==> src/rtl/serial_pkg.sv <==
// Shared definitions for the serial transmitter and its matching receiver.
package serial_pkg;

  // Legacy state encodings, kept as plain constants for older users.
  localparam logic [1:0] ST_IDLE  = 2'd0;
  localparam logic [1:0] ST_START = 2'd1;
  localparam logic [1:0] ST_DATA  = 2'd2;
  localparam logic [1:0] ST_STOP  = 2'd3;

  // Frame-level state shared by transmitter and receiver.
  typedef enum logic [1:0] {
    TX_IDLE  = ST_IDLE,
    TX_START = ST_START,
    TX_DATA  = ST_DATA,
    TX_STOP  = ST_STOP
  } tx_state_t;

  // Counter width for a count of 0..n-1; never narrower than one bit.
  function automatic int min1_clog2(input int n);
    if (n > 32'sd1) begin
      return $clog2(n);
    end else begin
      return 32'sd1;
    end
  endfunction

endpackage

==> src/rtl/baud_counter.sv <==
// Bit-period counter: counts 0..CLKS_PER_BIT-1 while enabled and flags
// the terminal count so the FSM knows when a serial bit ends.
module baud_counter
  import serial_pkg::*;
#(
  parameter int CLKS_PER_BIT = 4
) (
  input  logic clk,
  input  logic reset,
  input  logic en,
  output logic wrap
);

  localparam int            CW   = min1_clog2(CLKS_PER_BIT);
  localparam logic [CW-1:0] LAST = CW'(CLKS_PER_BIT - 1);
  localparam logic [CW-1:0] ONE  = CW'(1);

  logic [CW-1:0] cnt_r;
  logic          term_s;

  // Decode the last cycle of the current bit period.
  always_comb begin
    term_s = 1'b0;
    if (cnt_r == LAST) begin
      term_s = 1'b1;
    end else begin
      term_s = 1'b0;
    end
  end

  assign wrap = en & term_s;

  // Count while enabled; park at zero whenever the line is idle.
  always_ff @(posedge clk) begin
    if (reset) begin
      cnt_r <= '0;
    end else if (!en) begin
      cnt_r <= '0;
    end else if (term_s) begin
      cnt_r <= '0;
    end else begin
      cnt_r <= cnt_r + ONE;
    end
  end

endmodule

==> src/rtl/sync_en_flop.sv <==
// Enabled register with synchronous active-high clear.
module sync_en_flop #(
  parameter int W = 8
) (
  input  logic         clk,
  input  logic         reset,
  input  logic         en,
  input  logic [W-1:0] d,
  output logic [W-1:0] q
);

  // Load d when enabled, clear on reset, otherwise hold.
  always_ff @(posedge clk) begin
    if (reset) begin
      q <= '0;
    end else if (en) begin
      q <= d;
    end else begin
      q <= q;
    end
  end

endmodule

==> src/rtl/serial_tx.sv <==
// Serial transmitter: start bit (0), WIDTH data bits LSB-first, stop bit (1),
// each bit held for CLKS_PER_BIT clocks. The line is driven from a flop.
module serial_tx
  import serial_pkg::*;
#(
  parameter int WIDTH        = 8,
  parameter int CLKS_PER_BIT = 4
) (
  input  logic             clk,
  input  logic             reset,
  input  logic             in_valid,
  output logic             in_ready,
  input  logic [WIDTH-1:0] in_data,
  output logic             tx_out,
  output logic             busy,
  output logic             done
);

  localparam int            BW       = min1_clog2(WIDTH);
  localparam logic [BW-1:0] BIT_LAST = BW'(WIDTH - 1);
  localparam logic [BW-1:0] BIT_ONE  = BW'(1);

  tx_state_t        state_r;
  tx_state_t        state_nxt_s;
  logic [BW-1:0]    bit_r;
  logic [BW-1:0]    bit_nxt_s;
  logic             tx_r;
  logic             tx_nxt_s;
  logic [WIDTH-1:0] hold_s;
  logic             accept_s;
  logic             wrap_s;
  logic             busy_s;

  assign busy_s   = (state_r != TX_IDLE);
  assign in_ready = (state_r == TX_IDLE) && !reset;
  assign accept_s = in_valid && in_ready;
  assign busy     = busy_s;
  assign done     = (state_r == TX_STOP) && wrap_s;
  assign tx_out   = tx_r;

  // Word is captured only on acceptance, so input changes mid-frame are ignored.
  sync_en_flop #(
    .W (WIDTH)
  ) u_hold (
    .clk   (clk),
    .reset (reset),
    .en    (accept_s),
    .d     (in_data),
    .q     (hold_s)
  );

  // Bit timing runs only while a frame is in flight.
  baud_counter #(
    .CLKS_PER_BIT (CLKS_PER_BIT)
  ) u_baud (
    .clk   (clk),
    .reset (reset),
    .en    (busy_s),
    .wrap  (wrap_s)
  );

  // Frame sequencing and bit-index advance at each bit-period boundary.
  always_comb begin
    state_nxt_s = state_r;
    bit_nxt_s   = bit_r;
    case (state_r)
      TX_IDLE: begin
        if (accept_s) begin
          state_nxt_s = TX_START;
          bit_nxt_s   = '0;
        end else begin
          state_nxt_s = TX_IDLE;
        end
      end
      TX_START: begin
        if (wrap_s) begin
          state_nxt_s = TX_DATA;
          bit_nxt_s   = '0;
        end else begin
          state_nxt_s = TX_START;
        end
      end
      TX_DATA: begin
        if (wrap_s) begin
          if (bit_r == BIT_LAST) begin
            state_nxt_s = TX_STOP;
          end else begin
            bit_nxt_s = bit_r + BIT_ONE;
          end
        end else begin
          state_nxt_s = TX_DATA;
        end
      end
      TX_STOP: begin
        if (wrap_s) begin
          state_nxt_s = TX_IDLE;
          bit_nxt_s   = '0;
        end else begin
          state_nxt_s = TX_STOP;
        end
      end
      default: begin
        state_nxt_s = TX_IDLE;
        bit_nxt_s   = '0;
      end
    endcase
  end

  // Line level for the upcoming cycle, chosen from the upcoming state.
  always_comb begin
    tx_nxt_s = 1'b1;
    case (state_nxt_s)
      TX_IDLE:  tx_nxt_s = 1'b1;
      TX_START: tx_nxt_s = 1'b0;
      TX_DATA:  tx_nxt_s = hold_s[bit_nxt_s];
      TX_STOP:  tx_nxt_s = 1'b1;
      default:  tx_nxt_s = 1'b1;
    endcase
  end

  // State, bit index and serial line registers; reset aborts any frame.
  always_ff @(posedge clk) begin
    if (reset) begin
      state_r <= TX_IDLE;
      bit_r   <= '0;
      tx_r    <= 1'b1;
    end else begin
      state_r <= state_nxt_s;
      bit_r   <= bit_nxt_s;
      tx_r    <= tx_nxt_s;
    end
  end

endmodule

==> config.mk <==
export PLATFORM = sky130hd
export DESIGN_NAME = serial_tx
export DESIGN_NICKNAME = d
export VERILOG_FILES = /design/src/rtl/serial_pkg.sv /design/src/rtl/baud_counter.sv /design/src/rtl/sync_en_flop.sv /design/src/rtl/serial_tx.sv
export SDC_FILE = /design/constraint.sdc
export NUM_CORES = 1
export LEC_CHECK = 0
export CAP_MARGIN = 25
export CORE_UTILIZATION = 50
export DETAILED_ROUTE_END_ITERATION = 8
export PLACE_DENSITY = 0.89
export SLEW_MARGIN = 20
export SYNTH_ARGS = -nofsm -noshare
export SYNTH_HDL_FRONTEND = slang
export SYNTH_SLANG_ARGS = --single-unit
==> constraint.sdc <==
create_clock -name clk -period 2.26 [get_ports clk]
set_input_delay 0.339 -clock clk [delete_from_list [all_inputs] [get_ports clk]]
set_output_delay 0.339 -clock clk [all_outputs]
set_load 0.05 [all_outputs]
* Word level (Yosys, flattened, before mapping)
Index checks and enable logic that the tools add are counted.
Cells by class: magnitude comparators 1, eq/ne operators 8, bitwise gates (word level) 2, add/subtract/negate cells 2, muxes and demuxes 15, reduce and logical (&&, ||, !) cells 10
Operators by type and width (count):
- 2-to-1 mux 3 bit | 4
- == test 2 bit, second input constant | 5
- one-hot mux 3 bit (3 select lines) | 1
- 2-to-1 mux 2 bit | 4
- one-hot mux 2 bit (4 select lines) | 1
- == test 2 x 1 -> 1 bit, second input constant | 2
- logical NOT 2 bit | 2
- < comparator 3 x 4 -> 1 bit, second input constant | 1
- OR reduction 2 bit | 2
- adder 3 x 1 -> 3 bit, second input constant | 1
- binary-select mux 1 bit (select 3 bit) | 1
- == test 3 bit, second input constant | 1
- logical AND 1 bit | 3
- 2-to-1 mux 1 bit | 3
- one-hot mux 1 bit (3 select lines) | 1
- OR reduction 3 bit | 1
- adder 2 x 1 -> 2 bit, second input constant | 1
- nonzero test 2 bit | 1
- AND 1 bit | 1
- logical NOT 1 bit | 1
- NOT 1 bit | 1
Word-level totals: word-level logic and storage cells 43, input port bits 11, register bits after elaboration 16

* Logic depth before layout (Yosys ltp)
Gate-level depths: netlist of run 1.
depth in word-level cells 8, depth in mapped cells 9

* Modules after synthesis
From an unflattened synthesis of run 1, not the netlist that was laid out.
Unflattened totals: cell total of the unflattened synthesis 107, area, all modules 964.7 um^2
By module, submodules not included:
- serial_tx | sequential area each 120.1 um^2, cells an instance 75, instances 1, area each 593.1 um^2
- sync_en_flop | sequential area each 160.2 um^2, cells an instance 26, instances 1, area each 285.3 um^2
- baud_counter | sequential area each 40.0 um^2, cells an instance 6, instances 1, area each 86.3 um^2

* Least setup slack after synthesis of run 1
OpenSTA, ideal clock, no wires.
kind register to register, from register state_r[0], to register tx_r (netlist: tx_out), path buffers 1, cell stages (with the launch flop) 7, arrival time 2.461 ns, path slack -0.332 ns, clock period less this slack 2.592 ns, path through dfxtp_1 -> buf_4 -> nor3_1 -> and2_1 -> a21oi_4 -> a2111oi_0 -> o31ai_1
On the way: longest elaborated chain between the ends 8
RTL lines:
- start, declared | line serial_tx.sv:23 | tx_state_t state_r;
- start signal, assigned | line serial_tx.sv:128 | state_r <= state_nxt_s;
- logical NOT 2 bit * | line serial_tx.sv:35 | assign in_ready = (state_r == TX_IDLE) && !reset;
- logical AND 1 bit * | line serial_tx.sv:35
- net in_ready | line serial_tx.sv:12 | output logic in_ready,
- logical AND 1 bit * | line serial_tx.sv:36 | assign accept_s = in_valid && in_ready;
- 2-to-1 mux 3 bit or 2-to-1 mux 1 bit (tied branches) | line serial_tx.sv:68 | if (accept_s) begin
- one-hot mux 3 bit (3 select lines) or one-hot mux 2 bit (4 select lines) (tied branches) | line serial_tx.sv:66 | case (state_r)
- binary-select mux 1 bit (select 3 bit), or another cell as far along | line serial_tx.sv:115 | TX_DATA: tx_nxt_s = hold_s[bit_nxt_s];
- 2-to-1 mux 1 bit (not written as such) or OR reduction 2 bit (tied branches)
- one-hot mux 1 bit (3 select lines) * | line serial_tx.sv:112 | case (state_nxt_s)
- end signal, assigned | line serial_tx.sv:130 | tx_r <= tx_nxt_s;
- end, declared | line serial_tx.sv:27 | logic tx_r;
Mark *: on every way through the listed nets, which the timed path passes. The rest lies on a longest branch. The select of a mux whose other input is x is not followed. A chain may end at the register's enable or synchronous reset.

* Final worst setup path of run 1
from register bit_r[0], to register tx_r (netlist: tx_out)
On the way: longest elaborated chain between the ends 7
RTL lines:
- start, declared | line serial_tx.sv:25 | logic [BW-1:0] bit_r;
- start signal, assigned | line serial_tx.sv:129 | bit_r <= bit_nxt_s;
- adder 3 x 1 -> 3 bit or == test 3 bit (tied branches) | line serial_tx.sv:88, serial_tx.sv:85
- 2-to-1 mux 3 bit or 2-to-1 mux 2 bit (tied branches) | line serial_tx.sv:85 | if (bit_r == BIT_LAST) begin
- 2-to-1 mux 3 bit or 2-to-1 mux 2 bit (tied branches) | line serial_tx.sv:84 | if (wrap_s) begin
- one-hot mux 3 bit (3 select lines) or one-hot mux 2 bit (4 select lines) (tied branches) | line serial_tx.sv:66
- binary-select mux 1 bit (select 3 bit), or another cell as far along | line serial_tx.sv:115
- 2-to-1 mux 1 bit (not written as such) or OR reduction 2 bit (tied branches)
- one-hot mux 1 bit (3 select lines) * | line serial_tx.sv:112
Mark *: on every way between the ends. The rest lies on a longest branch, timed or not. The select of a mux whose other input is x is not followed.

==> impl_metrics.prom, run 1 <==
# TYPE chip_impl_metric gauge
chip_impl_metric{name="vias",unit=""} 744
chip_impl_metric{name="fp.dieW",unit="um"} 42.8
chip_impl_metric{name="yosys_warning_count",unit=""} 0
chip_impl_metric{name="syn_area_per_cell",unit="um^2"} 8.75
chip_impl_info{name="post_synth_most_frequent_cells",value="nand2_1 (17), dfxtp_1 (16), nor2_1 (6)"} 1
chip_impl_metric{name="number_of_global_route_vias_before_repair",unit=""} 758
chip_impl_metric{name="drt-total-wl",unit="um"} 1770
chip_impl_metric{name="postSynth.asyncResetShare",unit=""} 0
chip_impl_metric{name="sequential_standard_cell_area",unit="um^2"} 323
chip_impl_metric{name="route.layer.met1.wl",unit="um"} 737
chip_impl_metric{name="grt_start_max_net_pins",unit=""} 12
chip_impl_metric{name="vias_per_cell",unit=""} 5.68
chip_impl_metric{name="fin_area",unit="um^2"} 1070
chip_impl_metric{name="postRouteAntennaNets",unit=""} 0
chip_impl_info{name="prevailing_post_synth_register_cell",value="dfxtp_1"} 1
chip_impl_metric{name="timing_hold_violations_final",unit=""} 0
chip_impl_metric{name="max_cap_viol_count",unit=""} 0
chip_impl_info{name="setup.worst_path.start_class",value="register"} 1
chip_impl_metric{name="power.total",unit="mW"} 0.558
chip_impl_info{name="synthMostInstantiatedCell",value="nand2_1"} 1
chip_impl_metric{name="fmax",unit="MHz"} 467
chip_impl_metric{name="power_frac_comb",unit=""} 0.181
chip_impl_metric{name="io_pins",unit=""} 15
chip_impl_info{name="top_layer_used",value="met4"} 1
chip_impl_metric{name="gp_congestion",unit=""} 0.809
chip_impl_metric{name="skew",unit="ns"} 0.000484
chip_impl_metric{name="cp_max_fo",unit=""} 5
chip_impl_metric{name="worst-endpoint-arrival",unit="ns"} 2.31
chip_impl_metric{name="design.die.area",unit="um^2"} 1830
chip_impl_metric{name="report.final.setup_viol",unit=""} 0
chip_impl_metric{name="grt_overflow_total",unit=""} 0
chip_impl_metric{name="antenna_cells",unit=""} 0
chip_impl_info{name="crit_type",value="register to register"} 1
chip_impl_metric{name="drt_first_pass_iters",unit=""} 4
chip_impl_metric{name="time_the_worst_path_needs_with_i_o_delays_and_setup",unit="ns"} 2.14
chip_impl_info{name="run_status",value="finished clean"} 1
chip_impl_metric{name="avgRoutedWirePerCell",unit="um"} 13.5
chip_impl_metric{name="grt.total_usage",unit=""} 0.209
chip_impl_metric{name="synth_top_cell_area_share",unit=""} 0.386
chip_impl_metric{name="clock_sinks",unit=""} 16
chip_impl_metric{name="final_min_period_over_clock_period",unit=""} 0.948
chip_impl_metric{name="clkLatencyLatePin",unit="ns"} 0.28
chip_impl_metric{name="synth-edff-count",unit=""} 0
chip_impl_metric{name="synth.lib_cells_used.distinct",unit=""} 35
chip_impl_metric{name="seq_power_share",unit=""} 0.552
chip_impl_info{name="critical_path_end_type",value="register"} 1
chip_impl_metric{name="met3_length",unit="um"} 62
chip_impl_metric{name="power-per-cell-area",unit="nW/um^2"} 521
chip_impl_metric{name="cts_max_level",unit=""} 1
chip_impl_metric{name="worst_ep_required_time",unit="ns"} 2.43
chip_impl_metric{name="instances_no_fill",unit=""} 131
chip_impl_metric{name="synthesis.area",unit="um^2"} 831
chip_impl_metric{name="placed_cells_incl_taps",unit=""} 127
chip_impl_metric{name="power_switching",unit="mW"} 0.147
chip_impl_metric{name="setup-tns-final",unit="ns"} 0
chip_impl_metric{name="met2RoutedLength",unit="um"} 947
chip_impl_metric{name="netlist_instances",unit=""} 95
chip_impl_metric{name="p_clk_frac",unit=""} 0.267
chip_impl_metric{name="tritoncts.num_buffers",unit=""} 3
chip_impl_metric{name="drt_iter0_drc",unit=""} 12
chip_impl_metric{name="antenna_violations_before_repair",unit=""} 0
chip_impl_metric{name="finalMaxSlewViolations",unit=""} 0
chip_impl_metric{name="cellLeakagePower",unit="nW"} 0.481
chip_impl_info{name="cts_tree",value="done"} 1
chip_impl_metric{name="core-area",unit="um^2"} 1520
chip_impl_metric{name="transition_time_at_the_pin_with_the_least_slew_margin",unit="ns"} 0.496
chip_impl_metric{name="placementRows",unit=""} 14
chip_impl_metric{name="postPlaceCellArea",unit="um^2"} 1030
chip_impl_metric{name="clk_pin_slew",unit="ns"} 0.09
chip_impl_metric{name="initial_core_util",unit=""} 0.545
chip_impl_info{name="netlist.top_cell.by_area",value="dfxtp_1"} 1
chip_impl_info{name="unrepaired_setup_endpoints_after_global_routing",value="no"} 1
chip_impl_info{name="hold_path.class",value="register to register"} 1
chip_impl_metric{name="area_growth",unit="%"} 28.9
chip_impl_metric{name="syn-num-nets",unit=""} 110
chip_impl_metric{name="yosys_reg_bits",unit=""} 16
chip_impl_metric{name="port_buffer_cells",unit=""} 14
chip_impl_metric{name="power.switching_fraction",unit=""} 0.264
chip_impl_metric{name="clk_path_buf_depth",unit=""} 2
chip_impl_metric{name="drt_drc_violations_left",unit=""} 0
chip_impl_metric{name="power.internal",unit="mW"} 0.410
chip_impl_info{name="synth.area.top_cells",value="dfxtp_1 (39%), nand2_1 (7.7%), ha_1 (6.0%), nand3b_1 (4.5%), mux2_2 (2.7%)"} 1
chip_impl_metric{name="final_layout_size_suffix_gt1_frac",unit=""} 0.226
chip_impl_metric{name="dp.final_hpwl",unit="um"} 1330
chip_impl_metric{name="vdd_drop_max",unit="uV"} 380
chip_impl_metric{name="grt_pass1_wl",unit="um"} 2970
chip_impl_metric{name="synth_sequential_area_ratio",unit=""} 0.386
chip_impl_metric{name="max_slew_margin",unit=""} 0.669
chip_impl_info{name="clockRootBuffer",value="clkbuf_4"} 1
chip_impl_metric{name="n_fill_cell",unit=""} 128
chip_impl_metric{name="multiInputGateArea",unit="um^2"} 477
chip_impl_metric{name="number_of_nets_in_the_layout",unit=""} 132
chip_impl_metric{name="die_height",unit="um"} 42.8
==> worst paths after layout <==
kind / startpoint / slack (ns) / cells past startpoint / end
setup / recovery: bit_r[0]$_SDFF_PP0_ / 0.12 / 7 / tx_out$_SDFF_PP1_
hold / removal: u_baud.cnt_r[0]$_SDFF_PP0_ / 0.43 / 1 / u_baud.cnt_r[0]$_SDFF_PP0_
setup reg to reg: bit_r[0]$_SDFF_PP0_ / 0.12 / 7 / tx_out$_SDFF_PP1_
hold reg to reg: u_baud.cnt_r[0]$_SDFF_PP0_ / 0.43 / 1 / u_baud.cnt_r[0]$_SDFF_PP0_
==> placed cells by master (no fill, tap or decap), types with 2 or more instances in the layout <==
cell type / synthesis / final
a21oi_1: 3 / 3
buf_4: 2 / 9
clkbuf_4: 0 / 3
clkdlybuf4s50_1: 0 / 11
dfxtp_1: 16 / 14
dfxtp_2: 0 / 2
ha_1: 4 / 3
inv_1: 5 / 5
mux2i_1: 2 / 2
nand2_1: 17 / 17
nand2b_1: 3 / 3
nand3b_1: 5 / 5
nor2_1: 6 / 6
nor2b_1: 2 / 2
o211ai_1: 2 / 2
o21ai_0: 3 / 3
==> cell families (layout without fill, tap and decap cells) <==
family                   count (synthesis)  after routing  synth area share
buffers and inverters                   10             30            0.0572
flip-flops                              16             16             0.386
multiplexers                             4              4            0.0512
XOR/XNOR                                 1              1            0.0105
adder cells (fa/ha/maj)                  4              4            0.0602
AO/OA/AOI/OAI                           18             18             0.164
AND/OR/NAND/NOR                         42             42             0.271
==> registers in the layout (all words and copies together), names as in the netlist <==
| register | cells |
|---|---|
| bit_r | 3 |
| state_r | 2 |
| tx_out | 1 |
| u_baud.cnt_r | 2 |
| u_hold.q | 8 |
==> power by group through the flow <==
stage / Clock, mW / Combinational (mW) / Sequential (mW)
after floorplan: 0 / 0.0513 / 0.316
after CTS: 0.148 / 0.100 / 0.308
final: 0.149 / 0.101 / 0.308
after detailed placement: 0 / 0.0996 / 0.314
after global routing: 0.161 / 0.110 / 0.309
after global placement: 0 / 0.0965 / 0.314
==> routing by layer <==
| metal | vias up | global-route usage |
|---|---|---|
| met5 | - | 0 |
| met4 | 0 | 0.0438 |
| met3 | 4 | 0.0426 |
| met2 | 23 | 0.388 |
| met1 | 346 | 0.242 |
| li1 | 371 | - |
==> metrics by stage <==
step / worst slack, ns / util / hold slack, ns
floorplan: 0.140 / - / 0.407
global placement: -0.0206 / 0.674 / 0.418
detailed placement: -0.0192 / 0.674 / 0.426
CTS: 0.0608 / 0.689 / 0.439
global route: 0.0150 / 0.703 / 0.470
finish: 0.117 / 0.703 / 0.434
==> repair_timing <==
item | 4_1_cts | 5_1_grt
resized for setup | 0 | 6
setup buffers | 0 | 1
setup endpoints to repair | 0 | 2
hold buffers | 0 | 0
endpoints found under the hold margin | 0 | 0
==> worst max-delay path, cell delays in order, from the launching register on <==
cell       delay (ns)
dfxtp_2          0.34
ha_2             0.20
and2_4           0.17
or4_4            0.49
a21oi_4          0.24
mux2_2           0.36
o2bb2ai_1        0.15
o31ai_1          0.09
==> layout make-up <==
| class | instances | share of cell area |
|---|---|---|
| Inverter | 5 | 0.0175 |
| Timing Repair Buffer | 22 | 0.196 |
| Multi-Input combinational cell | 69 | 0.445 |
| Clock buffer | 3 | 0.0210 |
| Sequential cell | 16 | 0.301 |
| Tap cell | 16 | 0.0187 |
(Power assumes the default switching activity.)
==> run 2, diff against run 1 <==
--- a/config.mk
+++ b/config.mk
@@ -6,6 +6,7 @@
 export NUM_CORES = 1
 export LEC_CHECK = 0
 export CAP_MARGIN = 25
+export CORE_MARGIN = 8
 export CORE_UTILIZATION = 50
 export DETAILED_ROUTE_END_ITERATION = 8
 export PLACE_DENSITY = 0.89
==> impl_metrics.prom, run 2 (synthesis gave the netlist of run 1 again) <==
# TYPE chip_impl_metric gauge
chip_impl_info{name="run_status",value="finished clean"} 1
chip_impl_info{name="layout_commonest_cell",value="nand2_1"} 1
chip_impl_metric{name="clock_sinks",unit=""} 16
chip_impl_info{name="critical_path_end_type",value="register"} 1
chip_impl_metric{name="timing_hold_violations_final",unit=""} 0
chip_impl_metric{name="final_min_period_over_clock_period",unit=""} 0.959
chip_impl_metric{name="power-per-cell-area",unit="nW/um^2"} 520
chip_impl_metric{name="die_height",unit="um"} 56.8
chip_impl_info{name="cts_tree",value="done"} 1
chip_impl_metric{name="drt-total-wl",unit="um"} 1670
chip_impl_info{name="setup.worst_path.start_class",value="register"} 1
chip_impl_metric{name="cts_max_level",unit=""} 1
chip_impl_metric{name="instances_no_fill",unit=""} 128
chip_impl_metric{name="io_pins",unit=""} 15
chip_impl_metric{name="max_cap_viol_count",unit=""} 0
chip_impl_metric{name="design.die.area",unit="um^2"} 3220
chip_impl_metric{name="area_growth",unit="%"} 26.8
chip_impl_metric{name="total_buffers_and_inverters_traversed_by_the_critical_path",unit=""} 0
chip_impl_metric{name="postCtsResizedCells",unit=""} 0
chip_impl_info{name="timing.critical_path.slowest_stage_cell",value="or4_4"} 1
chip_impl_metric{name="fmax",unit="MHz"} 461
chip_impl_metric{name="final_layout_size_suffix_gt1_frac",unit=""} 0.205
chip_impl_metric{name="drt_drc_violations_left",unit=""} 0
chip_impl_metric{name="critPathMaxStageDelay",unit="ns"} 0.49
chip_impl_metric{name="fin_area",unit="um^2"} 1050
chip_impl_metric{name="antenna_cells",unit=""} 0
chip_impl_metric{name="vdd_drop_max",unit="uV"} 382
chip_impl_metric{name="grt_start_max_net_pins",unit=""} 15
chip_impl_metric{name="power.total",unit="mW"} 0.548
chip_impl_metric{name="number_of_flip_flops_in_the_largest_register",unit=""} 8
chip_impl_metric{name="clk_path_buf_depth",unit=""} 2
chip_impl_metric{name="core-area",unit="um^2"} 1540
chip_impl_metric{name="postRouteAntennaNets",unit=""} 0
chip_impl_metric{name="grt_overflow_total",unit=""} 0
chip_impl_info{name="unrepaired_setup_endpoints_after_global_routing",value="yes"} 1
chip_impl_metric{name="dp.final_hpwl",unit="um"} 1290
chip_impl_info{name="reg.largest.list",value="u_hold.q: 8 flops, bit_r: 3 flops"} 1
chip_impl_metric{name="grt.total_usage",unit=""} 0.117
chip_impl_metric{name="clkLatencyLatePin",unit="ns"} 0.28
chip_impl_metric{name="max_slew_margin",unit=""} 0.663
chip_impl_metric{name="cellLeakagePower",unit="nW"} 0.467
chip_impl_metric{name="cp_max_fo",unit=""} 6
chip_impl_metric{name="postPlaceCellArea",unit="um^2"} 1010
chip_impl_metric{name="tritoncts.num_buffers",unit=""} 3
chip_impl_metric{name="vias",unit=""} 713
chip_impl_info{name="timing.critical_path.cells",value="ha_2 -> and2_4 -> or4_4 -> a21oi_4 -> mux2_4 -> o211ai_1 -> o31ai_1"} 1
chip_impl_metric{name="drt_first_pass_iters",unit=""} 4
chip_impl_info{name="crit_type",value="register to register"} 1
chip_impl_metric{name="post-place-ws",unit="ns"} -0.0469
chip_impl_metric{name="post-cts-setup-buffers",unit=""} 0
chip_impl_metric{name="number_of_nets_in_the_layout",unit=""} 129
chip_impl_metric{name="cts_hold_repair.buffers",unit=""} 0
chip_impl_metric{name="finalCoreUtilization",unit=""} 0.683
chip_impl_metric{name="multiInputGateArea",unit="um^2"} 482
chip_impl_metric{name="placed_cells_incl_taps",unit=""} 125
chip_impl_info{name="top_register",value="u_hold.q"} 1
chip_impl_metric{name="vias_per_cell",unit=""} 5.57
chip_impl_info{name="clockRootBuffer",value="clkbuf_4"} 1
chip_impl_metric{name="finalMaxSlewViolations",unit=""} 0
chip_impl_metric{name="clk_pin_slew",unit="ns"} 0.08
chip_impl_metric{name="time_the_worst_path_needs_with_i_o_delays_and_setup",unit="ns"} 2.17
chip_impl_metric{name="initial_core_util",unit=""} 0.539
chip_impl_metric{name="number_of_global_route_vias_before_repair",unit=""} 760
chip_impl_metric{name="report.final.setup_viol",unit=""} 0
chip_impl_metric{name="gp_congestion",unit=""} 0.810
chip_impl_metric{name="n_fill_cell",unit=""} 130
chip_impl_metric{name="placementRows",unit=""} 14
chip_impl_metric{name="drt_iter0_drc",unit=""} 17
chip_impl_metric{name="antenna_violations_before_repair",unit=""} 0
chip_impl_metric{name="fin_ws",unit="ns"} 0.0920
chip_impl_metric{name="transition_time_at_the_pin_with_the_least_slew_margin",unit="ns"} 0.504
chip_impl_metric{name="skew",unit="ns"} 0.00282
chip_impl_metric{name="sequential_standard_cell_area",unit="um^2"} 323
chip_impl_info{name="hold_path.class",value="register to register"} 1
chip_impl_metric{name="worst_ep_required_time",unit="ns"} 2.42
chip_impl_metric{name="port_buffer_cells",unit=""} 14
chip_impl_metric{name="fp.dieW",unit="um"} 56.8
chip_impl_metric{name="grt_pass1_wl",unit="um"} 3220
chip_impl_metric{name="worst-endpoint-arrival",unit="ns"} 2.33
chip_impl_info{name="most-common-layout-cells",value="nand2_1 (17), dfxtp_1 (14), clkdlybuf4s50_1 (11), nor2_1 (6), buf_4 (6)"} 1
chip_impl_metric{name="avgRoutedWirePerCell",unit="um"} 13.0
chip_impl_info{name="worst_path_dominant_cell_family",value="simple AND/OR/NAND/NOR gates"} 1
==> run 2: through the flow <==
step / hold slack (ns) / TNS (ns)
detailed placement: 0.429 / -0.0469
global route: 0.468 / -0.0350
finish: 0.438 / 0
CTS: 0.441 / 0
floorplan: 0.407 / 0
global placement: 0.419 / 0
==> run 2: area by class of cell <==
cell class                      instances  area share
Multi-Input combinational cell         69       0.457
Tap cell                               16      0.0190
Inverter                                5      0.0178
Clock buffer                            3      0.0214
Timing Repair Buffer                   19       0.178
Sequential cell                        16       0.306
==> run 2: worst reg2reg max path, delay by kind of cell (launching register included) <==
family,cells,cell delay [ns]
flip-flops,1,0.34
AO/OA/AOI/OAI,3,0.54
adder cells (fa/ha/maj),1,0.19
AND/OR/NAND/NOR,2,0.65
multiplexers,1,0.33
==> run 2: power breakdown <==
group,total (mW),leakage [nW],internal [mW],switching [mW]
Sequential,0.308,0.132,0.297,0.0106
Combinational,0.0990,0.321,0.0507,0.0483
Clock,0.141,0.0138,0.0618,0.0793
Total,0.548,0.467,0.410,0.138
==> run 2: final timing paths <==
| check | start | to | slack (ns) | cells past startpoint |
|---|---|---|---|---|
| min | u_baud.cnt_r[0]$_SDFF_PP0_ | u_baud.cnt_r[0]$_SDFF_PP0_ | 0.44 | 1 |
| min reg2reg | u_baud.cnt_r[0]$_SDFF_PP0_ | u_baud.cnt_r[0]$_SDFF_PP0_ | 0.44 | 1 |
| max | bit_r[1]$_SDFF_PP0_ | tx_out$_SDFF_PP1_ | 0.09 | 7 |
| max reg2reg | bit_r[1]$_SDFF_PP0_ | tx_out$_SDFF_PP1_ | 0.09 | 7 |
==> run 2: layer usage <==
metal / vias to the layer above / global-route usage / wire [um]
met2: 18 / 0.197 / 810
met5: - / 0 / 0
li1: 366 / - / -
met4: 0 / 0.0503 / 20
met1: 325 / 0.133 / 743
met3: 4 / 0.0315 / 96
